$ cat config.mk
export PLATFORM = sky130hd
export DESIGN_NAME = mod_n_counter
export DESIGN_NICKNAME = d
export VERILOG_FILES = /design/src/rtl/mod_n_counter_pkg.sv /design/src/rtl/mod_n_next.sv /design/src/rtl/mod_n_counter.sv
export SDC_FILE = /design/constraint.sdc
export NUM_CORES = 1
export LEC_CHECK = 0
export ABC_AREA = 0
export CAP_MARGIN = 30
export CORE_ASPECT_RATIO = 1.2
export CORE_UTILIZATION = 35
export CTS_CLUSTER_SIZE = 8
export DETAILED_ROUTE_END_ITERATION = 10
export GPL_ROUTABILITY_DRIVEN = 0
export PLACE_DENSITY = 0.67
export SETUP_SLACK_MARGIN = 0.4
export SLEW_MARGIN = 20
export SYNTH_ARGS = -nofsm -noshare
export SYNTH_HDL_FRONTEND = slang
export SYNTH_SLANG_ARGS = --single-unit
export TNS_END_PERCENT = 20
$ cat constraint.sdc
create_clock -name clk -period 2.7 [get_ports clk]
set_input_delay 0.81 -clock clk [delete_from_list [all_inputs] [get_ports clk]]
set_output_delay 0.81 -clock clk [all_outputs]
set_load 0.01 [all_outputs]
$ cat src/rtl/mod_n_counter_pkg.sv
// Shared definitions for the modulo-N counter: the runtime mode encoding.
package mod_n_counter_pkg;

  typedef enum logic [1:0] {
    MODE_WRAP    = 2'b00,
    MODE_SAT     = 2'b01,
    MODE_ONESHOT = 2'b10,
    MODE_RSVD    = 2'b11
  } mode_e;

endpackage

$ cat src/rtl/mod_n_next.sv
// Combinational next-count logic: terminal-count detect, step, and the
// wrap/saturate/one-shot decision at the end of the range.
module mod_n_next
  import mod_n_counter_pkg::*;
#(
  parameter int WIDTH   = 4,
  parameter int MODULUS = 16
) (
  input  logic [WIDTH-1:0] q_i,
  input  logic             up_i,
  input  logic [1:0]       mode_i,
  input  logic             done_i,
  output logic [WIDTH-1:0] next_q_o,
  output logic             wrap_evt_o,
  output logic             set_done_o,
  output logic             tc_o
);

  localparam logic [WIDTH-1:0] MAX_Q = WIDTH'(MODULUS - 1);

  mode_e mode;
  assign mode = mode_e'(mode_i);
  assign tc_o = up_i ? (q_i == MAX_Q) : (q_i == '0);

  // Steps only happen away from the range ends, so q+/-1 never needs a carry bit.
  always_comb begin
    next_q_o   = q_i;
    wrap_evt_o = 1'b0;
    set_done_o = 1'b0;
    if (!(mode == MODE_ONESHOT && done_i)) begin
      if (!tc_o) begin
        next_q_o = up_i ? (q_i + WIDTH'(1)) : (q_i - WIDTH'(1));
      end else begin
        case (mode)
          MODE_SAT:     next_q_o   = q_i;
          MODE_ONESHOT: set_done_o = 1'b1;
          default: begin
            next_q_o   = up_i ? '0 : MAX_Q;
            wrap_evt_o = 1'b1;
          end
        endcase
      end
    end
  end

endmodule

$ cat src/rtl/mod_n_counter.sv
// Parametrised modulo-N up/down counter with load, clear, modes, carry pulse
// and wrap-event counter. Priority: reset > clear > load > en.
module mod_n_counter
  import mod_n_counter_pkg::*;
#(
  parameter int WIDTH   = 4,
  parameter int MODULUS = 16,
  parameter int WRAP_W  = 8
) (
  input  logic              clk,
  input  logic              reset,
  input  logic              en,
  input  logic              up,
  input  logic [1:0]        mode,
  input  logic              clear,
  input  logic              load,
  input  logic [WIDTH-1:0]  load_val,
  output logic [WIDTH-1:0]  q,
  output logic              tc,
  output logic              carry,
  output logic              done,
  output logic [WRAP_W-1:0] wraps
);

  if ((MODULUS < 2) || (MODULUS > (1 << WIDTH))) begin : g_bad_modulus
    $error("mod_n_counter: MODULUS must lie in 2..2**WIDTH");
  end

  localparam logic [WIDTH:0]   MOD_EXT = (WIDTH + 1)'(MODULUS);
  localparam logic [WIDTH-1:0] MAX_Q   = WIDTH'(MODULUS - 1);

  logic [WIDTH-1:0]  q_q, q_d, next_q, load_q;
  logic              carry_q, carry_d, done_q, done_d;
  logic [WRAP_W-1:0] wraps_q, wraps_d;
  logic              wrap_evt, set_done;

  mod_n_next #(.WIDTH(WIDTH), .MODULUS(MODULUS)) u_next (
    .q_i        (q_q),
    .up_i       (up),
    .mode_i     (mode),
    .done_i     (done_q),
    .next_q_o   (next_q),
    .wrap_evt_o (wrap_evt),
    .set_done_o (set_done),
    .tc_o       (tc)
  );

  // Out-of-range load values clamp to the top of the range.
  assign load_q = ({1'b0, load_val} < MOD_EXT) ? load_val : MAX_Q;

  always_comb begin
    q_d     = q_q;
    carry_d = 1'b0;
    done_d  = done_q;
    wraps_d = wraps_q;
    if (clear) begin
      q_d     = '0;
      done_d  = 1'b0;
      wraps_d = '0;
    end else if (load) begin
      q_d    = load_q;
      done_d = 1'b0;
    end else if (en) begin
      q_d     = next_q;
      carry_d = wrap_evt;
      done_d  = done_q | set_done;
      if (wrap_evt) wraps_d = wraps_q + WRAP_W'(1);
    end
  end

  always_ff @(posedge clk) begin
    if (reset) begin
      q_q     <= '0;
      carry_q <= 1'b0;
      done_q  <= 1'b0;
      wraps_q <= '0;
    end else begin
      q_q     <= q_d;
      carry_q <= carry_d;
      done_q  <= done_d;
      wraps_q <= wraps_d;
    end
  end

  assign q     = q_q;
  assign carry = carry_q;
  assign done  = done_q;
  assign wraps = wraps_q;

endmodule

[Yosys cells after proc, flatten, opt, wreduce, memory -nomap -nowiden]
Index checks and enable logic that the tools add are counted.
Operators by class
  mux-type cells: 14
  add/sub/neg operators: 3
  shift operators: 0
  divide/modulo/power cells: 0
  reductions and logical operators: 9
  order comparisons: 0
  equal/unequal tests: 5
  multipliers: 0
  bitwise gates (word level): 3
Operators by type and width (count)
  $mux W4: 7
  $add A8 B1 Y8 const B: 1
  $mux W1: 7
  $reduce_and A3 Y1: 2
  $add A4 B1 Y4 const B: 1
  $eq A4 B4 Y1 const B: 1
  $logic_not A4 Y1: 1
  $reduce_or A2 Y1: 2
  $reduce_or A4 Y1: 1
  $sub A4 B1 Y4 const B: 1
  $ne A3 B3 Y1 const B: 1
  $reduce_or A3 Y1: 1
  $eq A2 B1 Y1 const B: 1
  $eq A2 B2 Y1 const B: 1
  $ne A2 B2 Y1 const B: 1
  $not A1 Y1: 2
  $reduce_bool A2 Y1: 1
  $logic_and A1 B1 Y1: 1
  $or A1 B1 Y1: 1
Storage, ports and cells
  latch bits: 0
  flip-flop bits (word level): 14
  logic and storage cells: 38
  memories kept: 0
  output and inout port bits: 15
  bits in read-only memories: 0
  RAM bits: 0
  input bits: 12

[Logic depth before layout (Yosys ltp)]
  depth in word-level cells: 7
  gate-level depth with buffers: 8
  gate-level depth less buffers: 7

[Modules after synthesis]
From an unflattened synthesis, not the netlist that was laid out.
Second synthesis, totals
  cell total of the unflattened synthesis: 104
  area, all modules: 903.4 um^2
Modules (own cells, without submodules)
  mod_n_counter: seq. area each 280.3 um^2, instances 1, area each 625.6 um^2, cells each 65
  mod_n_next: seq. area each 0.0 um^2, instances 1, area each 277.8 um^2, cells each 39

[Least setup slack after synthesis]
OpenSTA, ideal clock, no wires.
  kind: input to register
  start point: input port up
  end point: register q_q[3], in the netlist q[3]
  path slack: 536 ps
  cell stages on the path: 7
  arrival: 2030 ps
  path buffers: 0
  setup time: 134 ps
  required time: 2566 ps
  path through: inv_1 ha_1 a21o_1 a21oi_1 xnor2_1 a2111oi_2 a2111oi_2
Between the ends
  longest elaborated chain between the ends: 6
  elaborated cells on any way between the ends: 10
  classes of those cells: eq/ne: 1; mux: 8; reduce/logical: 1
Ends and longest elaborated chain
  start: declaration: RTL line mod_n_counter.sv:13  | input logic up,
  $mux W4: RTL line mod_n_next.sv:38  | next_q_o = up_i ? '0 : MAX_Q;
  $mux W4: RTL line mod_n_next.sv:34  | case (mode)
  $mux W4: RTL line mod_n_next.sv:31  | if (!tc_o) begin
  $mux W4: RTL line mod_n_next.sv:30  | if (!(mode == MODE_ONESHOT && done_i)) begin
  $mux W4: RTL line mod_n_counter.sv:63  | end else if (en) begin
  $mux W4: RTL line mod_n_counter.sv:60  | end else if (load) begin
  end signal: assignment: RTL line mod_n_counter.sv:78  | q_q <= q_d;
  end: declaration: RTL line mod_n_counter.sv:32  | logic [WIDTH-1:0] q_q, q_d, next_q, load_q;
Several ways; a longest one is shown, not always the timed one. The select of a mux whose other input is x is not followed.
A chain may end at the register's enable or synchronous reset.

[Worst setup path in the final report]
  start point: input port mode[1]
  end point: register wraps_q[4], in the netlist wraps[4]
Between the ends
  longest elaborated chain between the ends: 6
  elaborated cells on any way between the ends: 8
  classes of those cells: eq/ne: 2; mux: 3; reduce/logical: 3
Ends and longest elaborated chain
  start: declaration: RTL line mod_n_counter.sv:14  | input logic [1:0] mode,
  $eq A2 B1 Y1 or $eq A2 B2 Y1 (tied branches): RTL line mod_n_next.sv:34, mod_n_next.sv:30
  $reduce_or A2 Y1 (no line)
  $mux W1: RTL line mod_n_next.sv:34
  $mux W1: RTL line mod_n_next.sv:31
  $mux W1 (*): RTL line mod_n_next.sv:30
  $reduce_and A3 Y1 (no line) (*)
  end signal: assignment: RTL line mod_n_counter.sv:81  | wraps_q <= wraps_d;
  end: declaration: RTL line mod_n_counter.sv:34  | logic [WRAP_W-1:0] wraps_q, wraps_d;
Every way passes the cells marked *; elsewhere a longest branch is shown, timed or not.

==> Flow_metrics.wiki <==
{| class="wikitable"
! Metric !! Value
|-
| Outcome || finished clean
|-
| Setup crit end kind || flop
|-
| Leakage power || 0.605 nW
|-
| Post-Synthesis Cells || 96
|-
| Core Region || 2350 µm²
|-
| Routed WL per cell || 14.3 µm
|-
| Final hold violations || 0
|-
| Total number of nets in the final design || 159
|-
| Number of detailed-routing iterations run before antenna repair || 4
|-
| Fraction of the mapped netlist area in adder cells || 7.79%
|-
| Growth of design area from synthesis to finish || 63.3%
|-
| Top cell types by occurrence after synthesis || sky130_fd_sc_hd__dfxtp_1, sky130_fd_sc_hd__nor2_1, sky130_fd_sc_hd__xor2_1
|-
| Maximum number of buffers from clock root to sink || 2
|-
| Cell taking the most area after synthesis || sky130_fd_sc_hd__dfxtp_1
|-
| Final non-filler cell area || 1470 µm²
|-
| Fraction of final layout cells sized beyond drive strength 1 || 35.5%
|-
| Post-synthesis sequential element count || 14
|-
| Die outline height || 57.5 µm
|-
| Share of the synthesized area in compound gates (AO/OA/AOI/OAI) || 22.5%
|-
| Post-detailed-route count of antenna-violating nets || 0
|-
| Ports || 27
|-
| Post-CTS Hold Buffers || 0
|-
| Most repeated cell in the gate-level netlist after synthesis || sky130_fd_sc_hd__dfxtp_1
|-
| Average footprint of a synthesized cell || 9.37 µm²
|-
| Max Cap Violations || 0
|-
| Xor-xnor portion of the synthesized cell area || 9.74%
|-
| Multiplexer share of the synthesized area || 1.11%
|-
| Crit path max fanout || 6
|-
| Combined area of all synthesized cells || 900 µm²
|-
| Die W || 48.3 µm
|-
| Input/output buffers || 26
|-
| Register area share after synthesis || 31.2%
|-
| Fmax achieved || 446 MHz
|-
| Die ar. || 2780 µm²
|-
| Worst skew pair latency || 280 ps
|-
| Worst IR drop on VDD || 0.000255 V
|-
| Drt first-iter violations || 20
|-
| Placed standard-cell area || 1270 µm²
|-
| Most frequently used flop master after synthesis || sky130_fd_sc_hd__dfxtp_1
|-
| Total gr overflow || 0
|-
| Worst setup SP type || primary input
|-
| Count of final max-slew check failures || 0
|-
| Setup repair after global routing missed its margin || true
|-
| Min Tclk post-route || 2240 ps
|-
| H-tree depth reported by CTS || 1
|-
| Maximum number of pins on one net before global-route repair || 14
|-
| Effective utilization at floorplan || 38.2%
|-
| Peak per-stage delay on the critical path || 440 ps
|-
| Kind of cell with the highest combined delay on the critical path || buffers and inverters
|-
| Worst slew slack as a fraction of its limit || 76.7%
|-
| Cell at the root of the clock tree || sky130_fd_sc_hd__clkbuf_4
|-
| Critical path class || primary input to flop
|-
| Number of distinct library cells after synthesis || 39
|-
| Worst Clk Skew || 7.23 ps
|-
| Vias per std cell || 5.25
|-
| Post-synth EDFFs || 0
|-
| TritonCTS clock tree || yes
|-
| Required @ worst endpoint || 2880 ps
|-
| Top cells by area, synth || sky130_fd_sc_hd__dfxtp_1, sky130_fd_sc_hd__xor2_1, sky130_fd_sc_hd__ha_1
|-
| Final setup viols || 0
|-
| List of cells traversed by the critical path || clkdlybuf4s50_1, ha_4, a21boi_4, and3b_2, buf_6, o211ai_1, xor2_1, nor2_1
|-
| Buffering stage count on the worst path with inverters included || 2
|-
| Async S/R FF share, synth || 0%
|-
| Via count of the first global-routing pass || 839
|-
| Hold Crit Class || flop to flop
|-
| All-Layer GR Usage || 18.1%
|-
| Number of antenna violations at the first check in global routing || 0
|-
| First-pass GRT wire length || 3670 µm
|-
| Transition at the pin with the smallest max-transition slack || 350 ps
|-
| Routed via count || 903
|-
| Worst Hold Margin || 545 ps
|-
| Fillers || 195
|-
| Net count of the mapped netlist || 113
|-
| Largest family of logic cells by synthesized area || simple AND/OR/NAND/NOR gates
|-
| Number of warning messages in the yosys log || 0
|-
| Post-Synth Simple-Gate Area || 23.1%
|-
| Fraction of synthesized cell area taken by the top area cell type || 31.2%
|-
| Total Routed Length || 2450 µm
|-
| Worst EP arrival || 2420 ps
|-
| Power per standard cell area || 361 nW/µm²
|-
| Share of the cycle needed by the critical path after routing || 83.0%
|-
| HPWL after detailed placement || 1580 µm
|-
| Clock transition time at the flip-flop clock pins of the worst setup and hold paths || 90 ps
|-
| Max stage delay cell, worst path || sky130_fd_sc_hd__clkdlybuf4s50_1
|-
| Rows || 19
|-
| Aggregate negative setup slack || 0 ps
|-
| Number of buffers added by the clock tree synthesis step || 3
|-
| Number of sinks handled by clock tree synthesis || 14
|-
| Number of antenna repair diodes || 0
|-
| DRC || 0
|}
[power breakdown]
group | internal (W) | switching [W]
sequential | 0.000211 | 0.00000717
clock | 0.0000820 | 0.0000727
combinational | 0.0000867 | 0.0000702
[cell usage in the layout (no fill, tap or decap), types with 2 or more instances in the layout]
cell / instances
sky130_fd_sc_hd__inv_1: 3
sky130_fd_sc_hd__xnor2_1: 2
sky130_fd_sc_hd__ha_1: 3
sky130_fd_sc_hd__a21oi_1: 2
sky130_fd_sc_hd__buf_2: 2
sky130_fd_sc_hd__a211oi_1: 2
sky130_fd_sc_hd__o41ai_2: 2
sky130_fd_sc_hd__and2_1: 3
sky130_fd_sc_hd__nor3_1: 3
sky130_fd_sc_hd__nor2b_1: 3
sky130_fd_sc_hd__buf_4: 18
sky130_fd_sc_hd__clkbuf_4: 3
sky130_fd_sc_hd__o211ai_1: 2
sky130_fd_sc_hd__a31oi_1: 2
sky130_fd_sc_hd__buf_6: 2
sky130_fd_sc_hd__and3_1: 4
sky130_fd_sc_hd__dfxtp_1: 11
sky130_fd_sc_hd__clkdlybuf4s50_1: 23
sky130_fd_sc_hd__xor2_1: 7
sky130_fd_sc_hd__dfxtp_2: 2
sky130_fd_sc_hd__o2111ai_1: 3
sky130_fd_sc_hd__nand3_1: 2
sky130_fd_sc_hd__nor2_1: 9
[flip-flops by register name, summed over array words and instances (netlist names)]
name,flops
carry,1
wraps,8
q,4
done,1
[per-stage QoR]
step	instances	total power (W)	utilization, %	worst slack (ps)
floorplan	96	0.000285	-	536
global placement	161	0.000340	54.0	-271
detailed placement	161	0.000342	54.0	-280
CTS	167	0.000508	57.9	371
global route	172	0.000555	62.4	385
finish	172	0.000530	62.4	458
[repair_timing]
item                       in CTS  in global routing
setup buffers                   2                  5
pin swaps                       4                 10
resized for setup              13                 18
setup endpoints to repair      10                 13
cloned                          0                  0
[final timing paths]
| kind | startpoint | to | slack (ps) | depth (start not counted) |
|---|---|---|---|---|
| setup / recovery | mode[1] | wraps[4]$_SDFFE_PP0P_ | 460 | 8 |
| hold reg to reg | wraps[7]$_SDFFE_PP0P_ | wraps[7]$_SDFFE_PP0P_ | 550 | 2 |
| hold / removal | wraps[7]$_SDFFE_PP0P_ | wraps[7]$_SDFFE_PP0P_ | 550 | 2 |
| setup reg to reg | q[0]$_SDFFE_PP0P_ | wraps[6]$_SDFFE_PP0P_ | 900 | 8 |
[routing by layer]
| layer | track usage [%] | vias up | part of all wire, % |
|---|---|---|---|
| met3 | 1.90 | 4 | 5.0 |
| met5 | 0 | - | 0 |
| met4 | 7.14 | 0 | 0.82 |
| met2 | 29.9 | 31 | 51 |
| met1 | 23.0 | 426 | 43 |
| li1 | - | 442 | - |
[cells by family (layout without fill, tap and decap cells)]
group / count (synthesis) / after routing
DFF: 14 / 14
and+or+nand+nor: 35 / 35
muxes: 1 / 1
buffers and inverters: 9 / 54
adders and majority gates: 5 / 5
xor gates and xnor gates: 10 / 10
AOI/OAI and AO/OA: 22 / 22
[final cells by class]
| cell class | count | area (µm²) | area share (%) |
|---|---|---|---|
| Multi-Input combinational cell | 73 | 682 | 46.4 |
| Inverter | 4 | 15.0 | 1.02 |
| Sequential cell | 14 | 287 | 19.5 |
| Tap cell | 31 | 38.8 | 2.64 |
| Clock buffer | 4 | 36.3 | 2.47 |
| Timing Repair Buffer | 46 | 410 | 27.9 |
[worst register-to-register path: cells and delay by family, from the launching register on]
kind / cells / cell delay [ps]
XOR/XNOR: 1 / 170
AND/OR/NAND/NOR: 3 / 540
flip-flops: 1 / 380
AO/OA/AOI/OAI: 1 / 190
buffers and inverters: 3 / 410
No activity file was read; power rests on OpenSTA's default activity.
